==> src/rtl/cpu_bus_unit.sv <==
// rtl/cpu_bus_unit.sv - memory/I-O bus sequencer with configurable latency, ready handshake and timeout
//
// Decodes OUT/WR/IN/RD/LDH/RBS from the current instruction word, forms
// pointer-plus-offset memory addresses, owns the register-bank select and
// stalls the PC (ce=0) while a read or input waits for its data.
//
// Ports:
//   clk, rst        clock, asynchronous active-high reset
//   pdata           current instruction (held stable while ce=0)
//   a, b            register A (write data) and register B (pointer)
//   min, din        memory / I/O read data
//   mrdy, iordy     memory / I/O data ready
//   ce              PC count enable / instruction retire
//   maddr, msel     memory address and bank select
//   mout, mrd, mwr  memory write data, read strobe, write strobe
//   ioaddr, dout    I/O port number and write data
//   iord, iowr      I/O input / output strobes
//   wb, wdata       register write-back strobe and data
//   bs              register bank select
//   hv, hd          previous retired instruction was LDH, and its byte
//   err             one-cycle timeout pulse
module cpu_bus_unit #(
    parameter int  AW      = 14,
    parameter int  MSW     = 6,
    parameter int  NBANKS  = 4,
    parameter int  RD_LAT  = 1,
    parameter int  IN_LAT  = 1,
    parameter int  TIMEOUT = 15,
    localparam int BSW     = $clog2(NBANKS)
) (
    input  logic            clk,
    input  logic            rst,
    input  logic [15:0]     pdata,
    input  logic [15:0]     a,
    input  logic [15:0]     b,
    input  logic [15:0]     min,
    input  logic [15:0]     din,
    input  logic            mrdy,
    input  logic            iordy,
    output logic            ce,
    output logic [AW-1:0]   maddr,
    output logic [MSW-1:0]  msel,
    output logic [15:0]     mout,
    output logic            mrd,
    output logic            mwr,
    output logic [7:0]      ioaddr,
    output logic [15:0]     dout,
    output logic            iord,
    output logic            iowr,
    output logic            wb,
    output logic [15:0]     wdata,
    output logic [BSW-1:0]  bs,
    output logic            hv,
    output logic [7:0]      hd,
    output logic            err
);

    typedef enum logic {IDLE, WAIT} state_t;

    state_t      state, state_nx;
    logic [3:0]  cnt, cnt_nx;
    logic [7:0]  tcnt, tcnt_nx;
    logic        pend_rd, pend_rd_nx;   // 1: pending RD, 0: pending IN

    logic [3:0]  op, mod;
    logic        is_out, is_wr, is_in, is_rd, is_rbs, is_ldh;
    logic        rdy;
    logic [11:0] ofs;
    logic [BSW-1:0] sel, bs_inc, bs_ld;

    assign op     = pdata[15:12];
    assign mod    = pdata[11:8];
    assign is_out = (op == 4'd8);
    assign is_wr  = (op == 4'd9);
    assign is_in  = (op == 4'd10);
    assign is_rd  = (op == 4'd11);
    assign is_rbs = (op == 4'd15) && (mod == 4'd11);
    assign is_ldh = (op == 4'd15) && (mod == 4'd12);

    // An LDH prefix supplies the high byte of the offset for the next access.
    assign ofs    = {(hv ? hd : 8'h00), mod};
    assign maddr  = b[AW-1:0] + AW'(ofs);
    assign msel   = b[15:16-MSW];
    assign mout   = a;
    assign dout   = a;
    assign ioaddr = pdata[11:4];

    assign rdy    = pend_rd ? mrdy : iordy;

    assign sel    = pdata[BSW-1:0];
    assign bs_inc = (bs == BSW'(NBANKS - 1)) ? '0 : bs + BSW'(1);
    // sel < 2^BSW < 2*NBANKS, so one conditional subtract is a full modulo.
    assign bs_ld  = (int'(sel) >= NBANKS) ? sel - BSW'(NBANKS) : sel;

    always_comb begin
        state_nx   = state;
        cnt_nx     = cnt;
        tcnt_nx    = tcnt;
        pend_rd_nx = pend_rd;
        ce         = 1'b1;
        mrd        = 1'b0;
        mwr        = 1'b0;
        iord       = 1'b0;
        iowr       = 1'b0;
        wb         = 1'b0;
        wdata      = 16'h0000;
        err        = 1'b0;
        case (state)
            IDLE: begin
                // Outputs stay idle-valued while reset is held, whatever pdata says.
                if (!rst) begin
                    iowr = is_out;
                    mwr  = is_wr;
                    if (is_rd || is_in) begin
                        ce         = 1'b0;
                        mrd        = is_rd;
                        iord       = is_in;
                        pend_rd_nx = is_rd;
                        cnt_nx     = is_rd ? 4'(RD_LAT - 1) : 4'(IN_LAT - 1);
                        tcnt_nx    = 8'h00;
                        state_nx   = WAIT;
                    end
                end
            end
            WAIT: begin
                ce = 1'b0;
                if (cnt != 4'd0) begin
                    cnt_nx = cnt - 4'd1;
                end else if (rdy) begin
                    wb       = 1'b1;
                    wdata    = pend_rd ? min : din;
                    ce       = 1'b1;
                    state_nx = IDLE;
                end else if ((TIMEOUT != 0) && (tcnt == 8'(TIMEOUT))) begin
                    wb       = 1'b1;
                    wdata    = 16'hFFFF;
                    err      = 1'b1;
                    ce       = 1'b1;
                    state_nx = IDLE;
                end else begin
                    tcnt_nx = tcnt + 8'd1;
                end
            end
            default: state_nx = IDLE;
        endcase
    end

    always_ff @(posedge clk or posedge rst) begin
        if (rst) begin
            state   <= IDLE;
            cnt     <= '0;
            tcnt    <= '0;
            pend_rd <= 1'b0;
            bs      <= '0;
            hv      <= 1'b0;
            hd      <= '0;
        end else begin
            state   <= state_nx;
            cnt     <= cnt_nx;
            tcnt    <= tcnt_nx;
            pend_rd <= pend_rd_nx;
            if (state == IDLE && is_rbs)
                bs <= pdata[4] ? bs_inc : bs_ld;
            // Held across a stall, so an LDH prefix reaches the following RD.
            if (ce) begin
                hv <= is_ldh;
                hd <= pdata[7:0];
            end
        end
    end

endmodule

==> config.mk <==
export PLATFORM = sky130hd
export DESIGN_NAME = cpu_bus_unit
export DESIGN_NICKNAME = d
export VERILOG_FILES = /design/src/rtl/cpu_bus_unit.sv
export SDC_FILE = /design/constraint.sdc
export NUM_CORES = 1
export LEC_CHECK = 0
export ABC_AREA = 0
export ABC_CLOCK_PERIOD_IN_PS = 3050
export BUFFER_PORTS_ARGS = -buffer_cell sky130_fd_sc_hd__clkbuf_2
export CAP_MARGIN = 20
export CORE_AREA = 2 2 82 84
export CTS_BUF_LIST = sky130_fd_sc_hd__clkbuf_8
export DETAILED_ROUTE_END_ITERATION = 6
export DIE_AREA = 0 0 84 86
export PLACE_DENSITY_LB_ADDON = 0.12
export SKIP_CTS_REPAIR_TIMING = 1
export SLEW_MARGIN = 0
export SYNTH_ARGS = -nofsm -noshare
export SYNTH_HDL_FRONTEND = slang
export SYNTH_SLANG_ARGS = --single-unit
==> constraint.sdc <==
create_clock -name clk -period 3.05 [get_ports clk]
set_input_delay 0.61 -clock clk [delete_from_list [all_inputs] [get_ports clk]]
set_output_delay 0.61 -clock clk [all_outputs]
set_load 0.05 [all_outputs]
==> Word-level counts from Yosys, hierarchy flattened <==
Cells that the tools add are included.
{ "totals": {"register_bits": 25, "latchBits": 0, "ram_bits": 0, "rom_bits": 0, "input_bits": 84, "word_cells": 81, "n_memories": 0} }
{ "op_classes": {"n_addsub": 4, "mul": 0, "n_div": 0, "magnitude_cmp": 0, "eq_ne": 15, "shift": 0, "muxes": 45, "n_bitwise": 2, "n_reduce_logical": 8} }
{ "ops": {"columns": ["op", "n"], "rows": [
  ["$mux 16", 5],
  ["$mux 8", 6],
  ["$eq 4x4->1 const B", 7],
  ["$mux 1", 25],
  ["$pmux 8 s2", 1],
  ["$add 14x12->14", 1],
  ["$mux 4", 3],
  ["$ne 2x2->1 const B", 5],
  ["$add 8x1->8 const B", 1],
  ["$eq 8x4->1 const B", 1],
  ["$pmux 4 s2", 1],
  ["$reduce_and 3->1", 2],
  ["$reduce_and 5->1", 1],
  ["$mux 2", 2],
  ["$pmux 1 s2", 2],
  ["$reduce_bool 4->1", 1],
  ["$sub 4x1->4 const B", 1],
  ["$logic_and 1x1->1", 3],
  ["$add 2x1->2 const B", 1],
  ["$eq 2x2->1 const B", 1],
  ["$ne 2x1->1 const B", 1],
  ["$not 1->1", 2],
  ["$logic_or 1x1->1", 1]
]} }

==> Depth between registers and ports, before layout <==
Gate-level depths: netlist of the first run.
{ "depth": {"word_depth": 5, "depth_mapped": 8, "ltp_nobuf": 8} }

==> Worst setup path after synthesis of the first run <==
Ideal clock, no wire load.
{ "synth_path": {"kind": "in2out", "startpoint": "in b[0]", "endpoint": "out maddr[8]", "t_arrival_ps": 2594, "t_required_ps": 2440, "slack_ps": -154, "stages": 8, "path_buffers": 0, "path_cell_list": "ha_1 > inv_1 > fa_1 > and2b_1 > o2111ai_1 > nand3_1 > a31oi_1 > xnor2_1"} }
{ "synth_via": {"elab_chain_len": 1} }
{ "synth_lines": {"columns": ["element", "line_no", "rtl"], "rows": [
  ["start: declaration", "35", "input logic [15:0] b,"],
  ["$add 14x12->14", "82", "assign maddr = b[AW-1:0] + AW'(ofs);"],
  ["end: declaration", "41", "output logic [AW-1:0] maddr,"]
]} }
Every way passes these cells.

==> Worst setup path after layout of the first run <==
{ "layout_path": {"startpoint": "in pdata[8]", "endpoint": "out maddr[12]"} }
{ "layout_via": {"elab_chain_len": 1} }
{ "layout_lines": {"columns": ["element", "line_no", "rtl"], "rows": [
  ["start: declaration", "33", "input logic [15:0] pdata,"],
  ["$add 14x12->14", "82", null]
]} }
Every way passes these cells.

==> impl_metrics.json, run 1 <==
{
  "antenna_found_initial": 0,
  "drive_above_1_share_pct": 46.5,
  "hold_viol": 0,
  "syn_nets": 419,
  "postLayoutCellArea_mm2": 0.00343,
  "syn_inst": 319,
  "diodes": 0,
  "synth_commonest_cells": "buf_4, nor2_1, dfrtp_1",
  "cp_cell_sequence": "clkbuf_2, ha_4, inv_2, fa_2, and2b_1, o2111ai_2, nor4bb_1, or4_1, nand3_2, buf_12",
  "hold_path_class": "in2async",
  "rsz0062_at_grt": "yes",
  "peakVddDrop_mv": 0.513,
  "dp.cells": 486,
  "num_vias": 2639,
  "ys_seq_elements": 25,
  "pre_cts_slack_ns": -0.183,
  "violations": "negative setup slack",
  "grt_use_total_pct": 19.4,
  "fin_hold_ws_ns": 0.222,
  "cts_max_level": 1,
  "cts_tree": "yes",
  "finClkSkew_ns": 0.0105,
  "grt_pass1_vias": 2353,
  "multi_input_area_mm2": 0.00175,
  "first_pass_iters": 4,
  "ys_top_cells_by_area": "dfrtp_1, buf_4, ha_1, a221oi_1, nor2_1",
  "grt_max_degree": 26,
  "wl_per_cell_um": 15.1,
  "pin_count": 178,
  "placed_cell_area_mm2": 0.00321,
  "worst-slew-pin-transition_ns": 0.576,
  "layout.cells.non_filler": 492,
  "grt_pass1_wl_um": 11500,
  "setup_viol_count_final": 1,
  "drt-initial-drc-count": 76,
  "maxCapViolations": 0,
  "post-route-drc-count": 0,
  "startpoint_type": "input pin",
  "drv_slew": 0,
  "num_rows": 29,
  "status": "complete, but fails checks",
  "synth.most_common_cell": "buf_4",
  "slowest_stage": "or4_1",
  "die_area_mm2": 0.00722,
  "fill_cells": 590,
  "routed_via_density": 5.36,
  "final_util_pct": 54.7,
  "synth-edff-count": 0,
  "min_period_ns": 3.13,
  "crit_fanout": 2,
  "p_leak_nw": 1.73,
  "cts_buffers": 3,
  "yosysTopAreaCell": "dfrtp_1",
  "synth_ff_type": "dfrtp_1",
  "antenna_left": 0,
  "area_delta_synth_final_pct": 28.3,
  "wirelength_um": 7440,
  "async_flop_share_pct": 100,
  "crit_type": "in2out",
  "dp_hpwl_um": 6120,
  "critPathRequiredTime_ns": 2.44,
  "root_buffer": "clkbuf_8",
  "gp_congestion": 0.830,
  "avgSynthCellArea_um2": 8.39,
  "synth_seq_area_share_pct": 23.4,
  "final-seq-area_um2": 627,
  "power_density_mw_per_mm2": 663,
  "netlist_area_mm2": 0.00268,
  "die_h_um": 86,
  "worstPathArrival_ns": 2.52,
  "clock.fmax_mhz": 319,
  "endpoint_kind": "output pin",
  "portBuffers": 125,
  "cpPeakStageDelay_ns": 0.49,
  "ys_warn_count": 0,
  "clk_pin_slew_worst_paths_ns": 0.09,
  "clkLatencyLatePin_ns": 0.27,
  "period_share_pct": 103,
  "grt-ovfl-total": 0,
  "slew_headroom_pct": 60.8,
  "die-width_um": 84,
  "coreArea_mm2": 0.00628,
  "initial_utilization_pct": 42.7,
  "synth_top_area_share_pct": 23.4,
  "clock_sinks": 25,
  "nets": 516,
  "cts_max_path_buffers": 2,
  "ys_types": 54,
  "setup_slack_ns": -0.0799
}
power breakdown:
group / switching (mW) / total, mW / internal, mW
logic: 0.991 / 1.49 / 0.496
clock network: 0.109 / 0.201 / 0.0914
registers: 0.138 / 0.589 / 0.451
total: 1.24 / 2.28 / 1.04
layout by cell type, fill, tap and decap left out, types with 4 or more instances in the layout:
| master | instances |
|---|---|
| clkbuf_2 | 117 |
| nor2_1 | 30 |
| dfrtp_1 | 24 |
| nand2_1 | 22 |
| buf_4 | 20 |
| a221oi_1 | 18 |
| inv_1 | 14 |
| and2_1 | 13 |
| nand3_1 | 12 |
| o21ai_1 | 11 |
| o21ai_0 | 9 |
| a21oi_1 | 8 |
| mux2_4 | 7 |
| ha_1 | 7 |
| mux2i_1 | 5 |
| nor3_1 | 5 |
| a21o_1 | 5 |
| nor2b_1 | 4 |
| a21oi_2 | 4 |
| ha_4 | 4 |
| ha_2 | 4 |
area by class of cell:
cell class	count	share of cell area (%)
clock inverters	1	0.146
multi-input cells	224	51.0
flip-flops and latches	25	18.3
repair buffers	146	24.8
well taps	77	2.81
inverters	16	1.75
clock buffers	3	1.20
state kept, by name, indices dropped and copies added (netlist names):
| register | flops |
|---|---|
| hd | 8 |
| tcnt | 8 |
| cnt | 4 |
| bs | 2 |
| hv | 1 |
| pend_rd | 1 |
| state | 1 |
logic make-up after synthesis:
| kind of cell | count (synthesis) | share of synthesized area, % |
|---|---|---|
| and+or+nand+nor | 110 | 21.9 |
| AOI/OAI and AO/OA | 76 | 20.3 |
| buffers and inverters | 70 | 16.9 |
| DFF | 25 | 23.4 |
| adders and majority gates | 16 | 7.76 |
| muxes | 15 | 7.48 |
| xor gates and xnor gates | 7 | 2.29 |
metal layers:
| metal | vias to the layer above | track usage [%] | routed length (µm) |
|---|---|---|---|
| met5 | - | 0 | 0 |
| met4 | 0 | 7.48 | 219 |
| met3 | 24 | 2.41 | 358 |
| met2 | 82 | 33.1 | 3610 |
| met1 | 1234 | 25.3 | 3250 |
| li1 | 1299 | - | - |
critical path, delay by kind of cell:
family | cells | cell delay (ns)
buffers and inverters | 3 | 0.29
AOI/OAI and AO/OA | 1 | 0.13
and+or+nand+nor | 4 | 1.01
adders and majority gates | 2 | 0.48
final timing paths:
kind | slack [ns] | startpoint | to | depth (start not counted)
worst max-delay path | -0.08 | pdata[8] | maddr[12] | 10
worst min-delay path | 0.22 | rst | hd[1] | 2
worst max register to register | 1.08 | pend_rd | tcnt[6] | 5
worst min register to register | 0.51 | tcnt[0] | tcnt[0] | 1
max in group asynchronous | 2.47 | rst | hv | 3
min in group clk | 0.51 | tcnt[0] | tcnt[0] | 1
per-stage QoR:
step	total power, mW	setup TNS (ns)
after CTS	2.27	-0.746
after floorplan	1.84	0
after global routing	2.44	-0.183
after detailed placement	2.07	-0.392
after global placement	2.05	-0.238
final	2.28	-0.0799
Note: power is estimated with default switching activity, not from simulation.
==> run 2, diff against run 1 <==
--- a/config.mk
+++ b/config.mk
@@ -13,7 +13,7 @@
 export CTS_BUF_LIST = sky130_fd_sc_hd__clkbuf_8
 export DETAILED_ROUTE_END_ITERATION = 6
 export DIE_AREA = 0 0 84 86
-export PLACE_DENSITY_LB_ADDON = 0.12
+export PLACE_DENSITY = 0.78
 export SKIP_CTS_REPAIR_TIMING = 1
 export SLEW_MARGIN = 0
 export SYNTH_ARGS = -nofsm -noshare
==> run 2 against run 1 <==
Effect of this change: the run still ends with negative setup slack left; sequential cell count unchanged; clock power increased by 3%; register-to-register slack got worse by 0.05 ns; critical endpoint unchanged; critical path depth unchanged; fmax decreased by 3.0%; non-clock buffer count decreased by 4; die area unchanged; count of clock-buffer cells in the layout unchanged; worst hold slack improved by 0.30 ns.
==> impl_metrics.json, run 2 (synthesis gave the netlist of run 1 again) <==
{
  "status": "complete, but fails checks",
  "violations": "negative setup slack",
  "num_vias": 2669,
  "layout_commonest_cell": "clkbuf_2",
  "endpoint_kind": "output pin",
  "period_share_pct": 106,
  "min_period_ns": 3.23,
  "setup_viol_count_final": 1,
  "p_leak_nw": 1.71,
  "finClkSkew_ns": 0.00134,
  "grt_pass1_vias": 2486,
  "placed_cell_area_mm2": 0.00315,
  "grt_max_degree": 26,
  "die_h_um": 86,
  "routed_via_density": 5.47,
  "wl_per_cell_um": 15.4,
  "grt_pass1_wl_um": 11600,
  "fin_tns_setup_ns": -0.175,
  "drive_above_1_share_pct": 46.2,
  "fill_cells": 585,
  "slew_headroom_pct": 36.6,
  "worstPathArrival_ns": 2.62,
  "antenna_found_initial": 0,
  "post-route-drc-count": 0,
  "rr_worst_depth": 6,
  "peakVddDrop_mv": 0.521,
  "wirelength_um": 7500,
  "maxCapViolations": 0,
  "clkLatencyLatePin_ns": 0.27,
  "coreArea_mm2": 0.00628,
  "area_delta_synth_final_pct": 27.1,
  "die-width_um": 84,
  "hold_path_class": "reg2reg",
  "setup_slack_ns": -0.175,
  "postLayoutCellArea_mm2": 0.00340,
  "grt-ovfl-total": 0,
  "critPathRequiredTime_ns": 2.44,
  "clock.fmax_mhz": 310,
  "power_density_mw_per_mm2": 671,
  "die_area_mm2": 0.00722,
  "initial_utilization_pct": 42.7,
  "power_mw": 2.28,
  "drv_slew": 0,
  "cts_buffers": 3,
  "worst-slew-pin-transition_ns": 0.950,
  "clock_sinks": 25,
  "cts_max_level": 1,
  "rsz0062_at_grt": "yes",
  "nets": 512,
  "first_pass_iters": 4,
  "hold_viol": 0,
  "cts_tree": "yes",
  "gp_congestion": 0.931,
  "diodes": 0,
  "root_buffer": "clkbuf_8",
  "pin_count": 178,
  "num_rows": 29,
  "cts_max_path_buffers": 2,
  "crit_fanout": 2,
  "final_cell_mix": "clkbuf_2, nor2_1, dfrtp_1",
  "top_regs": "hd x8, tcnt x8, cnt x4",
  "hold_depth": 1,
  "startpoint_type": "input pin",
  "dp_hpwl_um": 6030,
  "grt_use_total_pct": 19.3,
  "antenna_left": 0,
  "clk_pin_slew_worst_paths_ns": 0.09,
  "drt-initial-drc-count": 152,
  "portBuffers": 125,
  "crit_type": "in2out"
}
## run 2: worst max-delay path, cell delays in order
cell,delay [ns]
buf_8,0.08
ha_4,0.13
inv_2,0.04
fa_2,0.38
and2b_1,0.24
o2111ai_2,0.17
nor4bb_4,0.19
or4_1,0.54
nand3_2,0.10
buf_8,0.14
## run 2: cell type report
cell class / instances / area (µm²) / area share [%]
Sequential cell: 25 / 627 / 18.4
Tap cell: 77 / 96.3 / 2.83
Clock inverter: 1 / 7.51 / 0.221
Multi-Input combinational cell: 224 / 1760 / 51.7
Clock buffer: 3 / 41.3 / 1.21
Inverter: 16 / 60.1 / 1.76
Timing Repair Buffer: 142 / 812 / 23.9
## run 2: per-layer routing
metal / part of all wire (%) / track usage, % / vias to the layer above
met5: 0 / 0 / -
met3: 6.0 / 1.83 / 16
met1: 42 / 25.1 / 1237
li1: - / - / 1295
met4: 2.7 / 8.94 / 0
met2: 49 / 32.7 / 121
## run 2: path summary, 6_finish.rpt
path                           from        end  slack [ns]
max                        pdata[8]  maddr[12]       -0.18
min reg2reg                 tcnt[7]    tcnt[7]        0.53
max in group asynchronous       rst         hv        1.87
max reg2reg                 tcnt[0]      hd[5]        1.03
min                         tcnt[7]    tcnt[7]        0.53
min in group asynchronous       rst     cnt[1]        0.55
## run 2: through the flow
step / util [%] / hold slack, ns / setup WS (ns) / cells
6_report: 54.2 / 0.526 / -0.175 / 488
4_1_cts: 51.0 / 0.519 / -0.262 / 485
3_5_place_dp: 50.2 / 0.501 / -0.256 / 481
5_1_grt: 54.2 / 0.542 / -0.259 / 488
3_3_place_gp: 50.2 / 0.495 / -0.209 / 481
2_1_floorplan: - / 0.466 / 0.0117 / 319
## run 2: report_power, final
part	internal [mW]	switching (mW)
Clock	0.0928	0.114
Combinational	0.487	0.994
Sequential	0.451	0.144
